==> config.mk <==
export PLATFORM = sky130hd
export DESIGN_NAME = mmio_controller_flat
export DESIGN_NICKNAME = d
export VERILOG_FILES = /design/src/rtl/mmio_pkg.sv /design/src/rtl/mmio_controller_if.sv /design/src/rtl/mmio_debounce.sv /design/src/rtl/mmio_controller.sv /design/src/flat_wrapper.sv
export SDC_FILE = /design/constraint.sdc
export NUM_CORES = 1
export LEC_CHECK = 0
export CAP_MARGIN = 5
export CORE_MARGIN = 4
export CORE_UTILIZATION = 40
export CTS_CLUSTER_DIAMETER = 30
export DETAILED_ROUTE_END_ITERATION = 16
export HOLD_SLACK_MARGIN = 0.06
export PLACE_DENSITY = 0.79
export SYNTH_ARGS = -nofsm -noshare
export SYNTH_HDL_FRONTEND = slang
export SYNTH_HIERARCHICAL = 1
export SYNTH_SLANG_ARGS = --single-unit
==> constraint.sdc <==
create_clock -name clk -period 2.5 [get_ports clk]
set_clock_uncertainty 0.05 [all_clocks]
set_input_delay 0.5 -clock clk [delete_from_list [all_inputs] [get_ports clk]]
set_output_delay 0.5 -clock clk [all_outputs]
set_load 0.01 [all_outputs]
==> src/rtl/mmio_pkg.sv <==
// Shared constants for the MEM-stage memory-mapped I/O block: register map,
// status bit positions and board I/O widths.
package mmio_pkg;

  localparam int DBITS = 32;

  localparam logic [DBITS-1:0] ADDR_HEX   = 32'hF000_0000;
  localparam logic [DBITS-1:0] ADDR_LEDR  = 32'hF000_0004;
  localparam logic [DBITS-1:0] ADDR_KDATA = 32'hF000_0010;
  localparam logic [DBITS-1:0] ADDR_SDATA = 32'hF000_0014;
  localparam logic [DBITS-1:0] ADDR_KCTRL = 32'hF000_0110;
  localparam logic [DBITS-1:0] ADDR_SCTRL = 32'hF000_0114;

  localparam int READY_BIT   = 0;
  localparam int OVERRUN_BIT = 2;

  localparam int HEX_W  = 16;
  localparam int LEDR_W = 10;
  localparam int KEY_W  = 4;
  localparam int SW_W   = 10;

  function automatic logic [DBITS-1:0] status_word(input logic rdy, input logic ovr);
    logic [DBITS-1:0] w;
    w              = '0;
    w[READY_BIT]   = rdy;
    w[OVERRUN_BIT] = ovr;
    return w;
  endfunction

endpackage

==> src/rtl/mmio_controller_if.sv <==
// CPU-side bus between the MEM stage and the I/O block: address, strobes,
// store data, and the combinational read data / select flag back.
interface mmio_controller_if;
  logic [mmio_pkg::DBITS-1:0] addr;
  logic                       wr_en;
  logic                       rd_en;
  logic [mmio_pkg::DBITS-1:0] wr_data;
  logic [mmio_pkg::DBITS-1:0] rd_data;
  logic                       io_sel;

  modport master (output addr, wr_en, rd_en, wr_data, input rd_data, io_sel);
  modport slave  (input addr, wr_en, rd_en, wr_data, output rd_data, io_sel);
endinterface

==> src/rtl/mmio_debounce.sv <==
// Two-flop synchronizer plus stability filter: o_stable follows i_raw only
// after the synchronized value holds for DEBOUNCE_CYCLES consecutive cycles.
module mmio_debounce #(
  parameter int WIDTH           = 10,
  parameter int DEBOUNCE_CYCLES = 16
) (
  input  logic             clk,
  input  logic             rst_n,
  input  logic [WIDTH-1:0] i_raw,
  output logic [WIDTH-1:0] o_stable,
  output logic             o_changed
);

  localparam int                CNT_W   = $clog2(DEBOUNCE_CYCLES);
  localparam logic [CNT_W-1:0]  CNT_MAX = CNT_W'(DEBOUNCE_CYCLES - 1);

  logic [WIDTH-1:0] r_sync_m;
  logic [WIDTH-1:0] r_sync_s;
  logic [WIDTH-1:0] r_cand;
  logic [CNT_W-1:0] r_cnt;
  logic [WIDTH-1:0] r_stable;
  logic             w_accept;

  // High in the cycle whose closing edge moves the candidate into o_stable.
  assign w_accept  = (r_cnt == CNT_MAX) && (r_cand != r_stable);
  assign o_changed = w_accept;
  assign o_stable  = r_stable;

  always_ff @(posedge clk or negedge rst_n) begin
    if (!rst_n) begin
      r_sync_m <= '0;
      r_sync_s <= '0;
      r_cand   <= '0;
      r_cnt    <= '0;
      r_stable <= '0;
    end else begin
      r_sync_m <= i_raw;
      r_sync_s <= r_sync_m;
      if (r_sync_s != r_cand) begin
        r_cand <= r_sync_s;
        r_cnt  <= '0;
      end else if (r_cnt != CNT_MAX) begin
        r_cnt <= r_cnt + 1'b1;
      end
      if (w_accept) r_stable <= r_cand;
    end
  end

endmodule

==> src/rtl/mmio_controller.sv <==
// MEM-stage I/O block: HEX/LEDR output registers, KEY/SW input registers
// with ready/overrun status, and the I/O read mux with its select flag.
module mmio_controller
  import mmio_pkg::*;
#(
  parameter int DEBOUNCE_CYCLES = 16
) (
  input  logic               clk,
  input  logic               rst_n,
  mmio_controller_if.slave   bus,
  input  logic [KEY_W-1:0]   i_key,
  input  logic [SW_W-1:0]    i_sw,
  output logic [HEX_W-1:0]   o_hex,
  output logic [LEDR_W-1:0]  o_ledr
);

  logic [KEY_W-1:0]  r_key_m, r_key_s, r_key_prev, r_kdata;
  logic              r_krdy, r_kovr, r_srdy, r_sovr;
  logic [HEX_W-1:0]  r_hex;
  logic [LEDR_W-1:0] r_ledr;
  logic [SW_W-1:0]   w_sdata;
  logic              w_sevt, w_kevt;
  logic              w_kcons, w_scons, w_kclr, w_sclr;
  logic              w_unused;

  mmio_debounce #(.WIDTH(SW_W), .DEBOUNCE_CYCLES(DEBOUNCE_CYCLES)) u_sw_db (
    .clk       (clk),
    .rst_n     (rst_n),
    .i_raw     (i_sw),
    .o_stable  (w_sdata),
    .o_changed (w_sevt)
  );

  assign w_kevt   = (r_key_s != r_key_prev);
  assign w_kcons  = bus.rd_en && (bus.addr == ADDR_KDATA);
  assign w_scons  = bus.rd_en && (bus.addr == ADDR_SDATA);
  assign w_kclr   = bus.wr_en && (bus.addr == ADDR_KCTRL) && !bus.wr_data[OVERRUN_BIT];
  assign w_sclr   = bus.wr_en && (bus.addr == ADDR_SCTRL) && !bus.wr_data[OVERRUN_BIT];
  assign w_unused = &{1'b0, bus.wr_data[DBITS-1:HEX_W]};
  assign o_hex    = r_hex;
  assign o_ledr   = r_ledr;

  always_ff @(posedge clk or negedge rst_n) begin
    if (!rst_n) begin
      r_key_m    <= '0;
      r_key_s    <= '0;
      r_key_prev <= '0;
      r_kdata    <= '0;
      r_krdy     <= 1'b0;
      r_kovr     <= 1'b0;
      r_srdy     <= 1'b0;
      r_sovr     <= 1'b0;
      r_hex      <= '0;
      r_ledr     <= '0;
    end else begin
      r_key_m    <= i_key;
      r_key_s    <= r_key_m;
      r_key_prev <= r_key_s;
      if (bus.wr_en && bus.addr == ADDR_HEX)  r_hex  <= bus.wr_data[HEX_W-1:0];
      if (bus.wr_en && bus.addr == ADDR_LEDR) r_ledr <= bus.wr_data[LEDR_W-1:0];

      // A data event keeps ready high even when the same cycle consumes it.
      if (w_kevt) begin
        r_kdata <= r_key_s;
        r_krdy  <= 1'b1;
      end else if (w_kcons) begin
        r_krdy <= 1'b0;
      end
      if (w_kevt && r_krdy && !w_kcons) r_kovr <= 1'b1;
      else if (w_kclr)                  r_kovr <= 1'b0;

      if (w_sevt)       r_srdy <= 1'b1;
      else if (w_scons) r_srdy <= 1'b0;
      if (w_sevt && r_srdy && !w_scons) r_sovr <= 1'b1;
      else if (w_sclr)                  r_sovr <= 1'b0;
    end
  end

  always_comb begin
    bus.rd_data = '0;
    bus.io_sel  = 1'b1;
    case (bus.addr)
      ADDR_HEX:   bus.rd_data = DBITS'(r_hex);
      ADDR_LEDR:  bus.rd_data = DBITS'(r_ledr);
      ADDR_KDATA: bus.rd_data = DBITS'(r_kdata);
      ADDR_SDATA: bus.rd_data = DBITS'(w_sdata);
      ADDR_KCTRL: bus.rd_data = status_word(r_krdy, r_kovr);
      ADDR_SCTRL: bus.rd_data = status_word(r_srdy, r_sovr);
      default:    bus.io_sel  = 1'b0;
    endcase
  end

endmodule

==> src/flat_wrapper.sv <==
// flat-port wrapper written by rule: the top's interface ports become plain ports
module mmio_controller_flat import mmio_pkg::*;
#(
  parameter int DEBOUNCE_CYCLES = 16
)
  (clk, rst_n, i_key, i_sw, o_hex, o_ledr, bus_addr, bus_wr_en, bus_rd_en, bus_wr_data, bus_rd_data, bus_io_sel);
  mmio_controller_if bus_i ();
  input  logic clk;
  input  logic rst_n;
  input  logic [KEY_W-1:0] i_key;
  input  logic [SW_W-1:0] i_sw;
  output logic [HEX_W-1:0] o_hex;
  output logic [LEDR_W-1:0] o_ledr;
  input wire logic [$bits(bus_i.addr)-1:0] bus_addr;
  input wire logic [$bits(bus_i.wr_en)-1:0] bus_wr_en;
  input wire logic [$bits(bus_i.rd_en)-1:0] bus_rd_en;
  input wire logic [$bits(bus_i.wr_data)-1:0] bus_wr_data;
  output wire logic [$bits(bus_i.rd_data)-1:0] bus_rd_data;
  output wire logic [$bits(bus_i.io_sel)-1:0] bus_io_sel;
  assign bus_i.addr = bus_addr;
  assign bus_i.wr_en = bus_wr_en;
  assign bus_i.rd_en = bus_rd_en;
  assign bus_i.wr_data = bus_wr_data;
  assign bus_rd_data = bus_i.rd_data;
  assign bus_io_sel = bus_i.io_sel;
  mmio_controller #(.DEBOUNCE_CYCLES(DEBOUNCE_CYCLES)) u_core (.clk(clk), .rst_n(rst_n), .bus(bus_i), .i_key(i_key), .i_sw(i_sw), .o_hex(o_hex), .o_ledr(o_ledr));
endmodule
==> flow_metrics.py, run 1 <==
metrics = {
    "clock_network": {
        "cts.sinks": 90,
        "cts.path.max_buffers": 2,
        "tritoncts": "built",
        "clkSlewWorstSetupHoldPaths_ns": 0.09,
        "insertion_delay_ns": 0.34,
        "numCtsBuffers": 9,
        "htree_levels": 3,
        "clockRootBuffer": "clkbuf_8",
    },
    "setup_path": {
        "cp-end-kind": "output pin",
        "cp.arrival_ns": 2.07,
        "required_ns": 1.95,
        "slowest_stage": "nor4_4",
        "cp_max_fo": 3,
        "cp_common_cell": "buf_6",
        "crit_type": "input pin to output pin",
        "cp-endpoint": "bus_rd_data[15]",
        "r2r-end": "u_core/u_sw_db/o_stable[2]",
        "reg2reg_slack_ns": 0.60,
        "critPathLaunch": "bus_addr[17]",
        "crit_chain": "buf_6 > nor4_4 > nand4_4 > buf_6 > nor4b_4 > buf_4 > buf_6 > buf_6 > and2_4 > buf_6",
        "r2r.worst_path.cells": 4,
        "rr_startpoint": "u_core/u_sw_db/r_cnt[0]",
        "slowest_delay_ns": 0.35,
        "critPathLaunchType": "input pin",
    },
    "floorplan": {
        "initial_core_util": 0.408,
        "die_height_um": 108,
        "die_area_mm2": 0.0116,
        "die_w_um": 108,
        "row_count": 36,
        "ios": 141,
        "coreArea_mm2": 0.00973,
    },
    "pwr": {
        "irDropWorstVdd_mv": 0.305,
        "p_per_area_mw_per_mm2": 486,
        "leakagePower_nw": 2.64,
        "power_mw": 2.74,
    },
    "synthesis": {
        "synth.top_cells.by_area": "dfrtp_1 (57%), mux2_2 (6.2%), xor2_1 (4.9%)",
        "synth_top_area_share": 0.568,
        "synthTopCellsByCount": "dfrtp_1 (90), mux2_2 (22), xor2_1 (22), buf_4 (17)",
        "synth_area_leader_cell": "dfrtp_1",
        "syn_avg_cell_area_um2": 13.7,
        "synth_seq_area_share": 0.568,
        "synthCells": 290,
        "yosysUniqueCellTypes": 41,
        "synth_top_flop_cell": "dfrtp_1",
        "synth_warnings": 6,
        "yosysMostFrequentCell": "dfrtp_1",
        "ys_ff_latch": 90,
        "synth-edff-count": 0,
        "syn-cell-area_mm2": 0.00397,
        "async_flop_share": 1.00,
    },
    "timing": {
        "layout_setup_ws_ns": -0.124,
        "setup_viol": 11,
        "maxSlewViolCount": 0,
        "hold_viol": 0,
        "fin_crit_sh": 1.05,
        "clock.fmax_mhz": 381,
        "fin_crit_ns": 2.62,
        "setup_tns_ns": -0.683,
        "rsz0062_at_grt": "true",
    },
    "hold_path": {
        "min_path_cells": 0,
        "hp-class": "flip-flop to flip-flop",
    },
    "grt": {
        "overflow": 0,
        "grt_pass1_vias": 2847,
        "grt_max_degree": 67,
        "grt_usage": 0.160,
        "grt_first_pass_wirelength_um": 14400,
        "antenna_found_initial": 0,
    },
    "placed_design": {
        "gp_congestion": 0.812,
        "post-dp-hpwl_um": 6600,
        "place_area_mm2": 0.00530,
        "portBuffers": 108,
    },
    "routing": {
        "wl_um": 9230,
        "drtAntennaViolNets": 0,
        "wl_per_cell_um": 16.4,
        "drc": 0,
        "vias": 2730,
        "drtIter0Drc": 84,
        "vias_per_cell": 4.84,
        "first_pass_iters": 4,
    },
    "layout": {
        "fin_nets": 509,
        "area_growth_pct": 42.3,
        "fin_area_mm2": 0.00564,
        "finish.utilization": 0.580,
        "drive_gt1_frac": 0.339,
        "fillerInstances": 819,
        "n_antenna_cell": 0,
        "seqCellArea_mm2": 0.00225,
        "multiInputGateArea_mm2": 0.00170,
    },
    "outcome": {
        "violations": "setup timing",
        "run_status": "finished with violations",
    },
    "flow_run": {
        "drv_cap": 0,
    },
}
[worst min path at each step]
stage                                          start                         end  slack [ns]
after floorplan                                rst_n             u_core/o_hex[0]        0.15
after global placement    u_core/u_sw_db/r_sync_m[5]  u_core/u_sw_db/r_sync_s[5]        0.28
after detailed placement           u_core/r_key_m[1]           u_core/r_key_s[1]        0.28
after CTS                          u_core/r_key_m[1]           u_core/r_key_s[1]        0.30
after global routing               u_core/r_key_m[2]           u_core/r_key_s[2]        0.30
final                              u_core/r_key_m[1]           u_core/r_key_s[1]        0.29
[state kept, by name, indices dropped and copies added (netlist names), 10 cells and up]
| register | cells |
|---|---|
| u_core/u_sw_db/r_sync_s | 10 |
| u_core/u_sw_db/o_stable | 10 |
| u_core/u_sw_db/r_cand | 10 |
| u_core/o_ledr | 10 |
| u_core/u_sw_db/r_sync_m | 10 |
| u_core/o_hex | 16 |
[per-layer routing]
layer	vias to the layer above	wire length (µm)	track usage	part of all wire
li1	1261	-	-	-
met1	1357	3760	0.193	0.41
met2	103	4640	0.276	0.50
met3	9	731	0.0498	0.079
met4	0	87	0.0460	0.0094
met5	-	0	0	0
[cells by family after synthesis]
logic type | after synthesis | share of synthesized area
adder cells (fa/ha/maj) | 1 | 0.00316
multiplexers | 53 | 0.166
AND/OR/NAND/NOR | 65 | 0.125
AO/OA/AOI/OAI | 17 | 0.0297
other | 1 | 0.000946
XOR/XNOR | 25 | 0.0552
buffers and inverters | 38 | 0.0524
flip-flops | 90 | 0.568
[area by class of cell]
cell class	instances	area share
flip-flops and latches	90	0.399
multi-input cells	178	0.302
repair buffers	143	0.233
well taps	133	0.0295
clock buffers	10	0.0226
clock inverters	6	0.0115
inverters	4	0.00266
[power breakdown]
part / leakage, nW / total, mW / internal (mW) / switching, mW
Sequential: 1.13 / 1.52 / 1.49 / 0.0264
Combinational: 1.41 / 0.257 / 0.141 / 0.116
Clock: 0.0971 / 0.963 / 0.466 / 0.497
[critical path, delay by kind of cell]
| kind | cells | cell delay, ns |
|---|---|---|
| buffers and inverters | 6 | 0.69 |
| and+or+nand+nor | 4 | 0.88 |
[layout by cell type (no fill, tap or decap), types with 3 or more instances in the layout]
| cell | count |
|---|---|
| inv_1 | 4 |
| and2_1 | 3 |
| clkdlybuf4s15_1 | 8 |
| nor2_1 | 13 |
| clkbuf_8 | 9 |
| xor2_1 | 22 |
| conb_1 | 16 |
| dlygate4sd2_1 | 10 |
| buf_6 | 14 |
| mux2_2 | 22 |
| buf_12 | 4 |
| xnor2_1 | 3 |
| nor4_1 | 7 |
| a31oi_1 | 6 |
| mux4_2 | 3 |
| mux2i_1 | 8 |
| nand2_1 | 4 |
| nor3_4 | 8 |
| mux2_1 | 10 |
| dfrtp_1 | 90 |
| nor4_4 | 4 |
| buf_4 | 26 |
| buf_2 | 17 |
| and2_4 | 3 |
| mux2_4 | 10 |
| clkbuf_2 | 3 |
| clkdlybuf4s50_1 | 59 |
[metrics by stage]
step / setup WS, ns / cells / hold WS (ns)
after floorplan: 0.0836 / 305 / 0.154
after global placement: -0.817 / 535 / 0.283
after detailed placement: -0.838 / 535 / 0.285
after CTS: -0.101 / 562 / 0.297
after global routing: -0.198 / 564 / 0.303
final: -0.124 / 564 / 0.292
[timing repair]
action	CTS	global route
setup buffers	9	2
hold buffers	1	0
resized for setup	160	26
gates cloned	1	0
endpoints found under the setup margin	17	17
pin swaps	15	16
hold endpoints to repair	24	0
(Power assumes the default switching activity.)
==> run 2: changes to the inputs <==
--- a/config.mk
+++ b/config.mk
@@ -6,13 +6,17 @@
 export NUM_CORES = 1
 export LEC_CHECK = 0
 export CAP_MARGIN = 5
+export CELL_PAD_IN_SITES_DETAIL_PLACEMENT = 1
+export CELL_PAD_IN_SITES_GLOBAL_PLACEMENT = 2
 export CORE_MARGIN = 4
-export CORE_UTILIZATION = 40
+export CORE_UTILIZATION = 29
 export CTS_CLUSTER_DIAMETER = 30
 export DETAILED_ROUTE_END_ITERATION = 16
 export HOLD_SLACK_MARGIN = 0.06
-export PLACE_DENSITY = 0.79
+export PLACE_DENSITY = 0.86
+export SKIP_LAST_GASP = 1
 export SYNTH_ARGS = -nofsm -noshare
 export SYNTH_HDL_FRONTEND = slang
 export SYNTH_HIERARCHICAL = 1
 export SYNTH_SLANG_ARGS = --single-unit
+export TNS_END_PERCENT = 5
==> run 2 against run 1 <==
The run still ends with setup timing left. Wire length grew 18%. Clock power grew 39%. Sequential cell count is the same. Design area grew 2.8%. Maximum frequency grew 1.4%. Combinational power is essentially flat. Critical path depth shrank 2. Die area grew 35%. Sequential power is essentially flat. First-iteration DRC count grew 13%. Largest power group unchanged.
==> flow_metrics.py, run 2 (synthesized netlist as in run 1, its figures left out) <==
metrics = {
    "outcome": {
        "run_status": "finished with violations",
        "violations": "setup timing",
    },
    "flow_run": {
        "drv_cap": 0,
    },
    "layout": {
        "largest_reg_flops": 16,
        "area_growth_pct": 46.3,
        "fin_nets": 514,
        "layout_commonest_cell": "dfrtp_1",
        "drive_gt1_frac": 0.368,
        "n_antenna_cell": 0,
        "final_cell_mix": "dfrtp_1 (90), clkdlybuf4s50_1 (59), buf_4 (34)",
        "fin_area_mm2": 0.00580,
    },
    "timing": {
        "clock.fmax_mhz": 386,
        "fin_crit_sh": 1.04,
        "whs_ns": 0.298,
        "setup_viol": 10,
        "hold_viol": 0,
        "rsz0062_at_grt": "true",
        "fin_crit_ns": 2.59,
        "layout_setup_ws_ns": -0.0879,
        "maxSlewViolCount": 0,
    },
    "setup_path": {
        "r2r-end": "u_core/u_sw_db/o_stable[6]",
        "cp_num_cells": 8,
        "rr_startpoint": "u_core/u_sw_db/r_cnt[0]",
        "slowest_delay_ns": 0.38,
        "crit_family": "simple AND/OR/NAND/NOR gates",
        "critPathBufInv": 4,
        "crit_type": "input pin to output pin",
        "cp_common_cell": "buf_6",
        "cp_max_fo": 5,
        "cp-end-kind": "output pin",
        "required_ns": 1.95,
        "cp.arrival_ns": 2.04,
        "crit_chain": "buf_6 > nor4_4 > nand4_4 > nor4b_4 > buf_4 > buf_6 > and2_4 > buf_6",
        "critPathLaunchType": "input pin",
        "critPathLaunch": "bus_addr[7]",
        "reg2reg_slack_ns": 0.59,
        "slowest_stage": "nor4_4",
        "r2r.worst_path.cells": 4,
        "cp-endpoint": "bus_rd_data[11]",
    },
    "pwr": {
        "p_per_area_mw_per_mm2": 539,
        "irDropWorstVdd_mv": 0.288,
        "power_mw": 3.13,
        "leakagePower_nw": 2.68,
    },
    "routing": {
        "drtIter0Drc": 95,
        "wl_per_cell_um": 17.8,
        "vias_per_cell": 4.58,
        "first_pass_iters": 4,
        "drc": 0,
        "wl_um": 10900,
        "drtAntennaViolNets": 0,
        "vias": 2799,
    },
    "placed_design": {
        "post-dp-hpwl_um": 7820,
        "portBuffers": 108,
        "pre_cts_slack_ns": -1.07,
        "gp_congestion": 0.794,
        "place_area_mm2": 0.00537,
    },
    "grt": {
        "overflow": 0,
        "grt_pass1_vias": 3175,
        "antenna_found_initial": 0,
        "grt_usage": 0.144,
        "grt_first_pass_wirelength_um": 17800,
        "grt_max_degree": 68,
    },
    "clock_network": {
        "cts.path.max_buffers": 2,
        "htree_levels": 3,
        "insertion_delay_ns": 0.34,
        "numCtsBuffers": 9,
        "cts.sinks": 90,
        "clockRootBuffer": "clkbuf_16",
        "clkSlewWorstSetupHoldPaths_ns": 0.06,
        "tritoncts": "built",
    },
    "floorplan": {
        "coreArea_mm2": 0.0133,
        "initial_core_util": 0.298,
        "ios": 141,
        "die_area_mm2": 0.0156,
        "die_w_um": 125,
        "die_height_um": 125,
        "row_count": 42,
    },
    "hold_path": {
        "hp-class": "flip-flop to flip-flop",
    },
}
run 2: power by group:
part	internal [mW]	switching, mW	leakage [nW]
registers	1.50	0.0282	1.13
clock network	0.792	0.553	0.140
logic	0.138	0.120	1.41
run 2: timing repair:
action,in CTS,in global routing
endpoints found under the setup margin,17,17
pin swaps,17,10
hold buffers,1,0
hold endpoints to repair,23,0
resized for setup,163,30
setup buffers,9,4
run 2: per-stage QoR:
stage / cells / setup TNS [ns] / util
2_1_floorplan: 305 / 0 / -
3_3_place_gp: 582 / -18.84 / 0.404
3_5_place_dp: 582 / -20.68 / 0.404
4_1_cts: 607 / -1.23 / 0.434
5_1_grt: 611 / -1.64 / 0.436
6_report: 611 / -0.547 / 0.436
run 2: area by class of cell:
class / instances / area, µm²
Fill cell: 1401 / 7500
Sequential cell: 90 / 2250
Tap cell: 176 / 220
Clock buffer: 10 / 239
Clock inverter: 5 / 55.1
Multi-Input combinational cell: 177 / 1680
Timing Repair Buffer: 149 / 1340
Inverter: 4 / 15.0
run 2: metal layers:
layer	vias up	global-route usage	wire [µm]
li1	1268	-	-
met1	1422	0.171	4340
met2	89	0.249	5700
met3	20	0.0384	553
met4	0	0.0599	277
met5	-	0	0
run 2: worst min-delay path by stage:
stage	end	slack, ns	cells past startpoint	start
final	u_core/u_sw_db/r_sync_s[1]	0.30	0	u_core/u_sw_db/r_sync_m[1]
after global routing	u_core/r_key_s[0]	0.30	0	u_core/r_key_m[0]
after CTS	u_core/u_sw_db/r_sync_s[5]	0.30	0	u_core/u_sw_db/r_sync_m[5]
after detailed placement	u_core/u_sw_db/r_sync_s[5]	0.29	0	u_core/u_sw_db/r_sync_m[5]
after global placement	u_core/u_sw_db/r_sync_s[5]	0.28	0	u_core/u_sw_db/r_sync_m[5]
after floorplan	u_core/o_hex[0]	0.15	0	rst_n
==> run 3: changes to the inputs <==
--- a/config.mk
+++ b/config.mk
@@ -8,6 +8,7 @@
 export CAP_MARGIN = 5
 export CELL_PAD_IN_SITES_DETAIL_PLACEMENT = 1
 export CELL_PAD_IN_SITES_GLOBAL_PLACEMENT = 2
+export CORE_ASPECT_RATIO = 1.75
 export CORE_MARGIN = 4
 export CORE_UTILIZATION = 29
 export CTS_CLUSTER_DIAMETER = 30
==> run 3 against run 2 <==
Register-to-register slack worse by 0.04 ns. The run still ends with setup timing left. Highest routed layer unchanged. Design area up 0.86%. Final cell count unchanged. Worst hold slack worse by 0.14 ns. Power up 5.0%. Clock power up 12%. Critical path depth up 1. Largest cell class unchanged. Die area up 0.47%. Largest power group unchanged. Clock-buffer cell count up 1. Critical endpoint is now bus_rd_data[13]. First-iteration DRC count down 18%. Core utilization up 0.088 points.
==> flow_metrics.py, run 3 (synthesized netlist as in run 1, its figures left out) <==
metrics = {
    "pwr": {
        "netSwitchingPower_mw": 0.710,
        "p_per_area_mw_per_mm2": 561,
        "p_clk_frac": 0.457,
        "p_int_mw": 2.57,
        "power_frac_comb": 0.080,
        "irDropWorstVdd_mv": 0.328,
        "p_seq_frac": 0.464,
        "swShare": 0.216,
        "leakagePower_nw": 2.71,
    },
    "layout": {
        "final_cells": 611,
        "fin_nets": 515,
        "area_growth_pct": 47.5,
        "fillerInstances": 1401,
        "fin_area_mm2": 0.00585,
        "n_antenna_cell": 0,
        "drive_gt1_frac": 0.341,
        "layout_commonest_cell": "dfrtp_1",
        "final_cell_mix": "dfrtp_1 (90), clkdlybuf4s50_1 (59), buf_4 (35)",
        "largest_reg_flops": 16,
    },
    "placed_design": {
        "place_area_mm2": 0.00541,
        "gp_congestion": 0.782,
        "portBuffers": 108,
        "post-dp-hpwl_um": 8000,
        "dp.cells": 583,
        "pre_cts_slack_ns": -0.991,
    },
    "timing": {
        "maxSlewViolCount": 0,
        "hold_viol": 0,
        "setup_viol": 10,
        "fin_crit_ns": 2.63,
        "rsz0062_at_grt": "true",
        "layout_setup_ws_ns": -0.130,
        "setup_tns_ns": -0.674,
        "max_slew_margin": 0.536,
        "worst_pin_slew_ns": 0.696,
        "clock.fmax_mhz": 380,
        "fin_crit_sh": 1.05,
    },
    "clock_network": {
        "numCtsBuffers": 9,
        "clockRootBuffer": "clkbuf_16",
        "clkSlewWorstSetupHoldPaths_ns": 0.06,
        "htree_levels": 3,
        "insertion_delay_ns": 0.35,
        "cts.sinks": 90,
        "cts.path.max_buffers": 2,
        "tritoncts": "built",
    },
    "floorplan": {
        "row_count": 56,
        "ios": 141,
        "die_w_um": 96.4,
        "die_area_mm2": 0.0157,
        "initial_core_util": 0.296,
        "coreArea_mm2": 0.0134,
        "die_height_um": 163,
    },
    "hold_path": {
        "hp-class": "input pin to asynchronous set/reset pin",
    },
    "setup_path": {
        "required_ns": 1.95,
        "crit_type": "input pin to output pin",
        "cp_max_fo": 4,
        "cp-end-kind": "output pin",
        "rr_startpoint": "u_core/u_sw_db/r_cnt[0]",
        "critPathLaunchType": "input pin",
        "cp.arrival_ns": 2.08,
        "critPathLaunch": "bus_addr[31]",
    },
    "outcome": {
        "run_status": "finished with violations",
        "violations": "setup timing",
    },
    "grt": {
        "grt_first_pass_wirelength_um": 16600,
        "grt_max_degree": 56,
        "overflow": 0,
        "grt_pass1_vias": 3142,
        "antenna_found_initial": 0,
        "grt_usage": 0.141,
    },
    "routing": {
        "drc": 0,
        "drtIter0Drc": 78,
        "drtAntennaViolNets": 0,
        "vias": 2757,
        "first_pass_iters": 4,
        "vias_per_cell": 4.51,
        "wl_um": 10400,
        "wl_per_cell_um": 17.1,
    },
    "flow_run": {
        "drv_cap": 0,
    },
}
## run 3: cell type report
type | instances | area (µm²) | share of cell area
Multi-Input combinational cell | 177 | 1650 | 0.283
Tap cell | 174 | 218 | 0.0372
Timing Repair Buffer | 150 | 1370 | 0.235
Clock inverter | 5 | 86.3 | 0.0148
Clock buffer | 11 | 253 | 0.0432
Sequential cell | 90 | 2250 | 0.385
Inverter | 4 | 15.0 | 0.00257
## run 3: power groups by stage
stage	registers [mW]	clock network [mW]	logic, mW
CTS	1.52	1.54	0.263
global route	1.53	1.63	0.285
floorplan	1.54	0	0.101
finish	1.52	1.50	0.262
detailed placement	1.55	0	0.269
global placement	1.55	0	0.262
## run 3: worst paths after layout
| path | end | slack (ns) | depth (start not counted) |
|---|---|---|---|
| max | bus_rd_data[13] | -0.13 | 9 |
| min | u_core/r_key_prev[0] | 0.16 | 1 |
| max reg2reg | u_core/u_sw_db/o_stable[2] | 0.55 | 4 |
| min reg2reg | u_core/r_key_s[2] | 0.30 | 0 |
| max in group asynchronous | u_core/u_sw_db/o_stable[7] | 1.65 | 2 |
| min in group clk | u_core/r_key_s[2] | 0.30 | 0 |
## run 3: critical path, cell delays in order
cell and delay (ns):
dlygate4sd2_1 0.20, and4b_1 0.24, nand4_4 0.15, nor4b_4 0.38, buf_4 0.20, buf_6 0.09
buf_6 0.08, and2_4 0.13, buf_6 0.09
## run 3: routing by layer
| layer | wire, µm | GRT usage | share of wire |
|---|---|---|---|
| met1 | 3490 | 0.140 | 0.33 |
| met2 | 6150 | 0.270 | 0.59 |
| met3 | 584 | 0.0365 | 0.056 |
| met4 | 213 | 0.0479 | 0.020 |
| met5 | 0 | 0 | 0 |
## run 3: what timing repair did
item | CTS | global route
pin swaps | 12 | 9
setup endpoints to repair | 17 | 17
gates resized for setup | 157 | 13
hold buffers | 0 | 0
buffers inserted | 9 | 3
## run 3: through the flow
step,hold slack (ns),util,power (mW)
after floorplan,0.154,-,1.64
after CTS,0.180,0.435,3.32
final,0.156,0.437,3.28
after detailed placement,0.286,0.404,1.82
after global routing,0.207,0.437,3.44
after global placement,0.283,0.404,1.81
